### config.mk
export PLATFORM = sky130hd
export DESIGN_NAME = serial_pattern_tx
export DESIGN_NICKNAME = d
export VERILOG_FILES = /design/src/rtl/serial_pattern_tx_pkg.sv /design/src/rtl/serial_pattern_tx_pair_expect.sv /design/src/rtl/serial_pattern_tx.sv
export SDC_FILE = /design/constraint.sdc
export NUM_CORES = 1
export LEC_CHECK = 0
export BUFFER_PORTS_ARGS = -buffer_cell sky130_fd_sc_hd__buf_4
export CELL_PAD_IN_SITES_DETAIL_PLACEMENT = 1
export CELL_PAD_IN_SITES_GLOBAL_PLACEMENT = 2
export CORE_UTILIZATION = 33
export CTS_BUF_LIST = sky130_fd_sc_hd__clkbuf_16
export CTS_CLUSTER_SIZE = 25
export DETAILED_ROUTE_END_ITERATION = 12
export GPL_ROUTABILITY_DRIVEN = 1
export PLACE_DENSITY = 0.85
export SYNTH_ARGS = -nofsm -noshare
export SYNTH_HDL_FRONTEND = slang
export SYNTH_SLANG_ARGS = --single-unit
### constraint.sdc
create_clock -name clock -period 2.29 [get_ports clock]
set_clock_uncertainty 0.2 [all_clocks]
set_input_delay 0.458 -clock clock [delete_from_list [all_inputs] [get_ports clock]]
set_output_delay 0.458 -clock clock [all_outputs]
set_load 0.1 [all_outputs]
### src/rtl/serial_pattern_tx_pkg.sv
// Shared types and helpers for the serial_pattern_tx serializer and its
// optional pair-detect expectation tracker.
package serial_pattern_tx_pkg;

  typedef enum logic {
    IDLE  = 1'b0,
    SHIFT = 1'b1
  } tx_state_t;

  typedef enum logic [1:0] {
    NONE  = 2'd0,
    LAST1 = 2'd1,
    LAST0 = 2'd2
  } exp_state_t;

  // A zero or oversize length selects a full-width word.
  function automatic int unsigned norm_len(input int unsigned len, input int unsigned width);
    return ((len == 0) || (len > width)) ? width : len;
  endfunction

endpackage

### src/rtl/serial_pattern_tx_pair_expect.sv
// pair_expect_model: predicts the pair-detect receiver's registered flag for
// the bit currently on the serial line (used with SERIAL_PATTERN_TX_EXPECT_EN).
module pair_expect_model
  import serial_pattern_tx_pkg::*;
(
  input  logic clk,
  input  logic rst_n,
  input  logic i_clear,
  input  logic i_advance,
  input  logic i_bit,
  input  logic i_valid,
  output logic o_exp
);

  exp_state_t r_state;
  exp_state_t w_next_state;

  always_ff @(posedge clk or negedge rst_n) begin
    if (!rst_n) r_state <= NONE;
    else        r_state <= w_next_state;
  end

  always_comb begin
    w_next_state = r_state;
    if (i_clear) begin
      w_next_state = NONE;
    end else if (i_advance) begin
      case (r_state)
        NONE:    w_next_state = i_bit ? LAST1 : LAST0;
        LAST1:   w_next_state = i_bit ? NONE  : LAST0;
        LAST0:   w_next_state = i_bit ? LAST1 : NONE;
        default: w_next_state = NONE;
      endcase
    end
  end

  // A pair completes when the bit on the line repeats the remembered one.
  assign o_exp = i_valid && (((r_state == LAST1) && i_bit) || ((r_state == LAST0) && !i_bit));

endmodule

### src/rtl/serial_pattern_tx.sv
// serial_pattern_tx: valid/ready-loaded, LSB-first, step-strobed serializer.
// Define SERIAL_PATTERN_TX_EXPECT_EN to add the exp_out pair-detect prediction.
module serial_pattern_tx
  import serial_pattern_tx_pkg::*;
#(
  parameter int WIDTH = 16,
  parameter int CNT_W = $clog2(WIDTH) + 1
) (
  input  logic             clock,
  input  logic             reset,
  input  logic             load_valid,
  output logic             load_ready,
  input  logic [WIDTH-1:0] load_data,
  input  logic [CNT_W-1:0] load_len,
  input  logic             step,
  input  logic             abort,
  output logic             out_bit,
  output logic             out_valid,
  output logic             busy,
  output logic             done
`ifdef SERIAL_PATTERN_TX_EXPECT_EN
  ,
  output logic             exp_out
`endif
);

  tx_state_t        r_state;
  tx_state_t        w_next_state;
  logic [WIDTH-1:0] r_shreg;
  logic [CNT_W-1:0] r_cnt;
  logic [CNT_W-1:0] r_len;
  logic             r_done;

  logic w_shift;
  logic w_fire;
  logic w_last;

  assign w_shift = (r_state == SHIFT);
  assign w_fire  = (r_state == IDLE) && load_valid;
  assign w_last  = (r_cnt == (r_len - CNT_W'(1)));

  // NOTE: sequential state uses non-blocking assignments so every register
  // samples pre-edge values regardless of process ordering.
  always_ff @(posedge clock or negedge reset) begin
    if (!reset) r_state <= IDLE;
    else        r_state <= w_next_state;
  end

  // NOTE: the next-state default is assigned first so no path leaves it
  // unassigned, which would infer a latch.
  always_comb begin
    w_next_state = r_state;
    case (r_state)
      IDLE:    if (load_valid) w_next_state = SHIFT;
      SHIFT:   if (abort || (step && w_last)) w_next_state = IDLE;
      default: w_next_state = IDLE;
    endcase
  end

  // NOTE: the length register is reset along with the datapath; it is a
  // single register, not a memory, so resetting it costs nothing meaningful.
  always_ff @(posedge clock or negedge reset) begin
    if (!reset) begin
      r_shreg <= '0;
      r_cnt   <= '0;
      r_len   <= '0;
      r_done  <= 1'b0;
    end else begin
      r_done <= 1'b0;
      if (w_fire) begin
        r_shreg <= load_data;
        r_cnt   <= '0;
        r_len   <= CNT_W'(norm_len(32'(load_len), WIDTH));
      end else if (w_shift) begin
        // abort outranks step: the bit is not counted and done stays low.
        if (abort) begin
          r_shreg <= '0;
          r_cnt   <= '0;
        end else if (step) begin
          r_shreg <= {1'b0, r_shreg[WIDTH-1:1]};
          if (w_last) begin
            r_cnt  <= '0;
            r_done <= 1'b1;
          end else begin
            r_cnt <= r_cnt + CNT_W'(1);
          end
        end
      end
    end
  end

  assign load_ready = (r_state == IDLE);
  assign busy       = w_shift;
  assign out_valid  = w_shift;
  assign out_bit    = w_shift && r_shreg[0];
  assign done       = r_done;

`ifdef SERIAL_PATTERN_TX_EXPECT_EN
  pair_expect_model u_expect (
    .clk       (clock),
    .rst_n     (reset),
    .i_clear   (w_fire || (w_shift && abort)),
    .i_advance (w_shift && step && !abort),
    .i_bit     (r_shreg[0]),
    .i_valid   (w_shift),
    .o_exp     (exp_out)
  );
`endif

endmodule

==> results of run 1 <==
==> placed cells by master (no fill, tap or decap), drive strengths merged, types with 2 or more instances in the layout <==
cell type / n
a31oi: 3
xnor2: 3
nor2: 3
nand2b: 2
o21ai: 21
nand3b: 5
a21oi: 15
xor2: 3
ha: 3
nor3b: 15
inv: 9
nand3: 3
clkbuf: 3
dfrtp: 28
o22ai: 2
nand2: 24
buf: 32
nor3: 2
==> layer usage <==
| metal | vias to the layer above | track usage (%) |
|---|---|---|
| met4 | 0 | 4.000 |
| met1 | 639 | 19.83 |
| met2 | 14 | 27.51 |
| li1 | 616 | - |
| met5 | - | 0 |
| met3 | 4 | 2.616 |
==> repair_timing <==
action / CTS / global route
hold endpoints to repair: 28 / 0
hold buffers: 1 / 0
setup buffers: 0 / 0
==> logic make-up after synthesis <==
logic type                 synth area share, %
and+or+nand+nor                          22.07
buffers and inverters                    5.124
DFF                                      46.28
muxes                                   0.6612
adders and majority gates                2.480
xor gates and xnor gates                 4.464
AOI/OAI and AO/OA                        18.93
==> synth_stat cells, types with 2 or more instances <==
master    instances  area, um2
dfrtp_1          28      700.7
nand2_1          24      90.09
o21ai_1          18      90.09
a21oi_1          15      75.07
nor3b_1          15      112.6
inv_1             9      33.78
buf_2             5      25.02
nand3b_1          5      37.54
a31oi_1           3      18.77
ha_1              3      37.54
nand3_1           3      15.01
nor2_1            3      11.26
o21ai_0           3      15.01
buf_1             2      7.510
nand2b_1          2      12.51
nor3_1            2      10.01
xnor2_1           2      17.52
xor2_1            2      17.52
==> final cells by class <==
cell class	count	share of cell area, %
well taps	52	3.481
clock buffers	3	4.016
repair buffers	33	13.39
multi-input cells	116	39.56
flip-flops and latches	28	37.55
inverters	9	1.807
clock inverters	1	0.2008
==> flip-flops by register name (all words and copies together) (netlist names) <==
| register | flops |
|---|---|
| busy | 1 |
| done | 1 |
| r_cnt | 5 |
| r_len | 5 |
| r_shreg | 16 |
==> worst max-delay path: stages, from the launching register on <==
cell and delay (ns):
dfrtp_1 0.41, inv_1 0.09, ha_1 0.23, nand4bb_1 0.15, a211oi_2 0.31, o311ai_4 0.21
a31oi_1 0.20, o22ai_1 0.11
==> stage by stage <==
step / setup WS (ns) / area (um2) / hold WS, ns / total power (W) / utilization, %
final: 0.2516 / 1869 / 0.2205 / 0.001484 / 42.64
after global routing: 0.07357 / 1869 / 0.2183 / 0.001573 / 42.64
after CTS: 0.2490 / 1869 / 0.2209 / 0.001507 / 42.64
after detailed placement: 0.2613 / 1780 / 0.2094 / 0.001093 / 40.61
after global placement: 0.3606 / 1780 / 0.1992 / 0.001067 / 40.61
after floorplan: 0.2573 / 1516 / -0.03759 / 0.0009661 / -
==> worst max path at each step <==
stage	slack, ns	cells past startpoint	endpoint	from
floorplan	0.26	4	r_len[4]$_DFFE_PN0P_	busy$_DFF_PN0_
global placement	0.36	5	r_len[0]$_DFFE_PN0P_	load_len[0]
detailed placement	0.26	7	r_cnt[4]$_DFFE_PN0P_	r_len[0]$_DFFE_PN0P_
CTS	0.25	7	r_cnt[4]$_DFFE_PN0P_	r_len[0]$_DFFE_PN0P_
global route	0.07	7	r_cnt[4]$_DFFE_PN0P_	r_len[0]$_DFFE_PN0P_
finish	0.25	7	r_cnt[4]$_DFFE_PN0P_	r_len[0]$_DFFE_PN0P_
==> where the power goes <==
| part | internal (W) | switching (W) |
|---|---|---|
| logic | 0.000170 | 0.000277 |
| clock network | 0.000234 | 0.000173 |
| registers | 0.000572 | 0.0000576 |
==> results.sh, run 1 <==
export IMPL_outcome="completed"
export IMPL_critPathLaunchType="flip-flop"
export IMPL_cp_max_fo=9
export IMPL_seq_area_frac_synth_pct=46.28
export IMPL_ios=31
export IMPL_fillers=507
export IMPL_min_delay_path_depth=2
export IMPL_finalNonFillerCells=242
export IMPL_fin_tns_setup_ns=0
export IMPL_synthFlopType="dfrtp_1"
export IMPL_grt_max_degree=38
export IMPL_grt_pass1_wl_um=6072
export IMPL_worstReg2RegEnd="r_cnt[4]$_DFFE_PN0P_"
export IMPL_die_h_um=69.73
export IMPL_start_util_pct=34.53
export IMPL_cts_buffer_depth=2
export IMPL_worstRegToRegCells=7
export IMPL_reg2reg_slack_ns=0.25
export IMPL_wl_met2_um=1926
export IMPL_cp_arrival_ns=1.98
export IMPL_cellLeakagePower_nw=0.8046
export IMPL_drv_cap=0
export IMPL_cts_root_buffer="clkbuf_16"
export IMPL_portBuffers=30
export IMPL_finalWirelength_um=3560
export IMPL_hold_viol=0
export IMPL_gp_congestion=0.7153
export IMPL_period_needed_ns=2.038
export IMPL_gr_total_overflow=0
export IMPL_vias=1273
export IMPL_antenna_found_initial=0
export IMPL_critPathRequiredTime_ns=2.23
export IMPL_cts_resized=0
export IMPL_drtIter0Drc=37
export IMPL_drc=0
export IMPL_synth_area_mm2=0.001514
export IMPL_cts_htree_levels=1
export IMPL_syn_num_nets=191
export IMPL_drive_gt1_share_pct=23.16
export IMPL_wl_per_cell_um=14.71
export IMPL_ir_drop_mv=0.2745
export IMPL_fmax_ghz=0.4906
export IMPL_clkSlewWorstSetupHoldPaths_ns=0.07
export IMPL_dp_hpwl_um=2579
export IMPL_dieWidth_um=69.73
export IMPL_period_share_pct=89.01
export IMPL_power_density_mw_per_mm2=794.1
export IMPL_drt_antenna_violating_nets=0
export IMPL_seqCellArea_um2=701.9
export IMPL_hold_start="load_data[15]"
export IMPL_multi_input_area_um2=739.5
export IMPL_cts_tree="built"
export IMPL_ys_seq_elements=28
export IMPL_worst_pin_slew_ns=0.4314
export IMPL_min_to="r_shreg[15]$_DFFE_PN0P_"
export IMPL_via_per_inst=5.260
export IMPL_syn_instance_count=162
export IMPL_async_flop_share_pct=100.0
export IMPL_die_area_mm2=0.004862
export IMPL_std_cell_rows=24
export IMPL_core_area_mm2=0.004384
export IMPL_clkSinkCount=28
export IMPL_grt_usage_pct=15.61
export IMPL_holdCritPathClass="in -> reg"
export IMPL_grt_pass1_vias=1285
export IMPL_drt_first_pass_iters=4
export IMPL_drt_met1_wl_um=1526
export IMPL_synth_cell_type_count=36
export IMPL_slew_headroom_pct=71.17
export IMPL_slew_viol_final=0
export IMPL_antennaDiodeCount=0
export IMPL_synth_warnings=0
export IMPL_r2r_start="r_len[0]$_DFFE_PN0P_"
export IMPL_post_place_cells=237
export IMPL_critical_path_class="reg -> reg"
export IMPL_wl_met3_um=77
export IMPL_avgSynthCellArea_um2=9.345
export IMPL_areaGrowthSynthToFinish_pct=23.47
export IMPL_critical_path_endpoint_type="flip-flop"
export IMPL_synth_edf_count=0
export IMPL_fin_nets=220
export IMPL_clk_latency_ns=0.26
export IMPL_cts_made_buffers=3
export IMPL_rsz0062_at_grt="false"
export IMPL_setup_violations=0
export IMPL_top_layer="met4"
(Power assumes the default switching activity.)
==> run 2: changes to the inputs <==
CORE_ASPECT_RATIO = 0.8   (was unset)
==> run 2 against run 1 <==
  * Register-to-register slack about the same
  * Routed wire length is 2.9% lower
  * First-iteration DRC count is 5.4% higher
  * Critical path type unchanged
  * Largest power group unchanged
  * Highest routed layer unchanged
==> results.sh, run 2 (synthesis results as in run 1) <==
export IMPL_cp_max_fo=9
export IMPL_grt_pass1_vias=1294
export IMPL_period_share_pct=88.65
export IMPL_antenna_found_initial=0
export IMPL_areaGrowthSynthToFinish_pct=23.88
export IMPL_regMostFlops="r_shreg"
export IMPL_largest_reg_flops=16
export IMPL_pwr_share_seq_pct=42.8
export IMPL_worst_pin_slew_ns=0.4426
export IMPL_p_switching_w=0.0004983
export IMPL_slew_viol_final=0
export IMPL_comb_power_share_pct=30.3
export IMPL_period_needed_ns=2.030
export IMPL_final_common_cell="buf_4"
export IMPL_grt_pass1_wl_um=6134
export IMPL_antennaDiodeCount=0
export IMPL_critical_path_class="reg -> reg"
export IMPL_grt_usage_pct=16.25
export IMPL_clkSlewWorstSetupHoldPaths_ns=0.07
export IMPL_die_area_mm2=0.004864
export IMPL_top_regs="r_shreg (16), r_cnt (5), r_len (5)"
export IMPL_fin_nets=220
export IMPL_drc=0
export IMPL_grt_max_degree=38
export IMPL_core_area_mm2=0.004283
export IMPL_clk_latency_ns=0.26
export IMPL_drtIter0Drc=39
export IMPL_ios=31
export IMPL_gr_total_overflow=0
export IMPL_sw_frac_of_total_pct=33.78
export IMPL_ir_drop_mv=0.5527
export IMPL_slowest_stage="dfrtp_1"
export IMPL_die_h_um=62.58
export IMPL_slew_headroom_pct=70.43
export IMPL_critPathLaunchType="flip-flop"
export IMPL_cts_root_buffer="clkbuf_16"
export IMPL_critPathRequiredTime_ns=2.24
export IMPL_clkSinkCount=28
export IMPL_drt_antenna_violating_nets=0
export IMPL_drv_cap=0
export IMPL_fin_tns_setup_ns=0
export IMPL_path_buf_inv=1
export IMPL_fmax_ghz=0.4926
export IMPL_cts_buffer_depth=2
export IMPL_cts_htree_levels=1
export IMPL_cts_tree="built"
export IMPL_timing_critical_path_slowest_cell_delay_ns=0.39
export IMPL_outcome="completed"
export IMPL_drive_gt1_share_pct=23.16
export IMPL_hold_viol=0
export IMPL_crit_chain="inv_1, ha_1, xnor2_1, a211oi_2, o311ai_4, a31oi_1, mux2i_1"
export IMPL_via_per_inst=5.032
export IMPL_critPathTopFamily="compound AO/OA/AOI/OAI gates"
export IMPL_power_frac_clock_pct=26.9
export IMPL_finalWirelength_um=3456
export IMPL_fillers=500
export IMPL_dieWidth_um=77.73
export IMPL_portBuffers=30
export IMPL_std_cell_rows=21
export IMPL_holdCritPathClass="in -> reg"
export IMPL_wl_per_cell_um=13.99
export IMPL_rsz0062_at_grt="false"
export IMPL_vias=1243
export IMPL_drt_first_pass_iters=4
export IMPL_critical_path_endpoint_type="flip-flop"
export IMPL_fin_hold_ws_ns=0.2221
export IMPL_cp_arrival_ns=1.98
export IMPL_p_int_w=0.0009766
export IMPL_cts_made_buffers=3
export IMPL_dp_hpwl_um=2485
export IMPL_setup_violations=0
export IMPL_gp_congestion=0.7344
export IMPL_mostFrequentLayoutCells="buf_4, dfrtp_1, nand2_1"
export IMPL_start_util_pct=35.35
export IMPL_cellLeakagePower_nw=0.8083
export IMPL_power_density_mw_per_mm2=786.3
run 2: changes by cell type in the layout (fill, tap and decap cells not counted), sizes merged:
cell    previous run  this run
clkinv             1         0
inv                9        10
run 2: repair_timing:
action / in CTS / in global routing
resized for setup: 0 / 0
hold endpoints to repair: 28 / 0
hold buffers: 1 / 0
setup buffers: 0 / 0
run 2: path summary, 6_finish.rpt:
check                                  startpoint                       to  slack, ns  depth (start not counted)
hold / removal                      load_data[15]  r_shreg[15]$_DFFE_PN0P_       0.22                          2
hold reg to reg            r_shreg[6]$_DFFE_PN0P_   r_shreg[6]$_DFFE_PN0P_       0.28                          2
min in group asynchronous                   reset           done$_DFF_PN0_       0.45                          2
setup / recovery             r_len[0]$_DFFE_PN0P_     r_cnt[2]$_DFFE_PN0P_       0.26                          7
max in group asynchronous                   reset           busy$_DFF_PN0_       1.16                          2
setup reg to reg             r_len[0]$_DFFE_PN0P_     r_cnt[2]$_DFFE_PN0P_       0.26                          7
run 2: worst reg2reg max path: cells and delay by family (launching register included):
| kind | cells | cell delay, ns |
|---|---|---|
| AOI/OAI and AO/OA | 3 | 0.73 |
| DFF | 1 | 0.39 |
| adders and majority gates | 1 | 0.30 |
| buffers and inverters | 1 | 0.07 |
| xor gates and xnor gates | 1 | 0.14 |
| muxes | 1 | 0.09 |
run 2: power by group through the flow:
stage | clock network (W) | logic (W) | registers, W
final | 0.000397 | 0.000447 | 0.000631
after global routing | 0.000431 | 0.000494 | 0.000644
after CTS | 0.000414 | 0.000455 | 0.000631
after detailed placement | 0 | 0.000453 | 0.000640
after global placement | 0 | 0.000435 | 0.000635
after floorplan | 0 | 0.000321 | 0.000645
run 2: through the flow:
step | instances | cell area (um2) | power (W) | util, % | setup WS [ns]
6_report | 247 | 1876 | 0.001475 | 43.79 | 0.2598
5_1_grt | 247 | 1876 | 0.001568 | 43.79 | 0.05677
4_1_cts | 247 | 1876 | 0.001501 | 43.79 | 0.2262
3_5_place_dp | 242 | 1787 | 0.001093 | 41.72 | 0.2357
3_3_place_gp | 242 | 1787 | 0.001070 | 41.72 | 0.3649
2_1_floorplan | 162 | 1516 | 0.0009661 | - | 0.2573
run 2: per-layer routing:
metal | vias up | GRT usage (%) | share of wire, %
met5 | - | 0 | 0
met4 | 0 | 4.953 | 0.78
met3 | 2 | 3.942 | 3.6
met2 | 23 | 25.55 | 46
met1 | 601 | 22.06 | 50
li1 | 617 | - | -
run 2: final cells by class:
class / instances / area, um2 / area share (%)
multi-input cells: 116 / 739.5 / 39.43
flip-flops and latches: 28 / 701.9 / 37.42
repair buffers: 33 / 250.2 / 13.34
clock buffers: 3 / 75.07 / 4.003
well taps: 57 / 71.32 / 3.803
inverters: 9 / 33.78 / 1.801
clock inverters: 1 / 3.754 / 0.2001
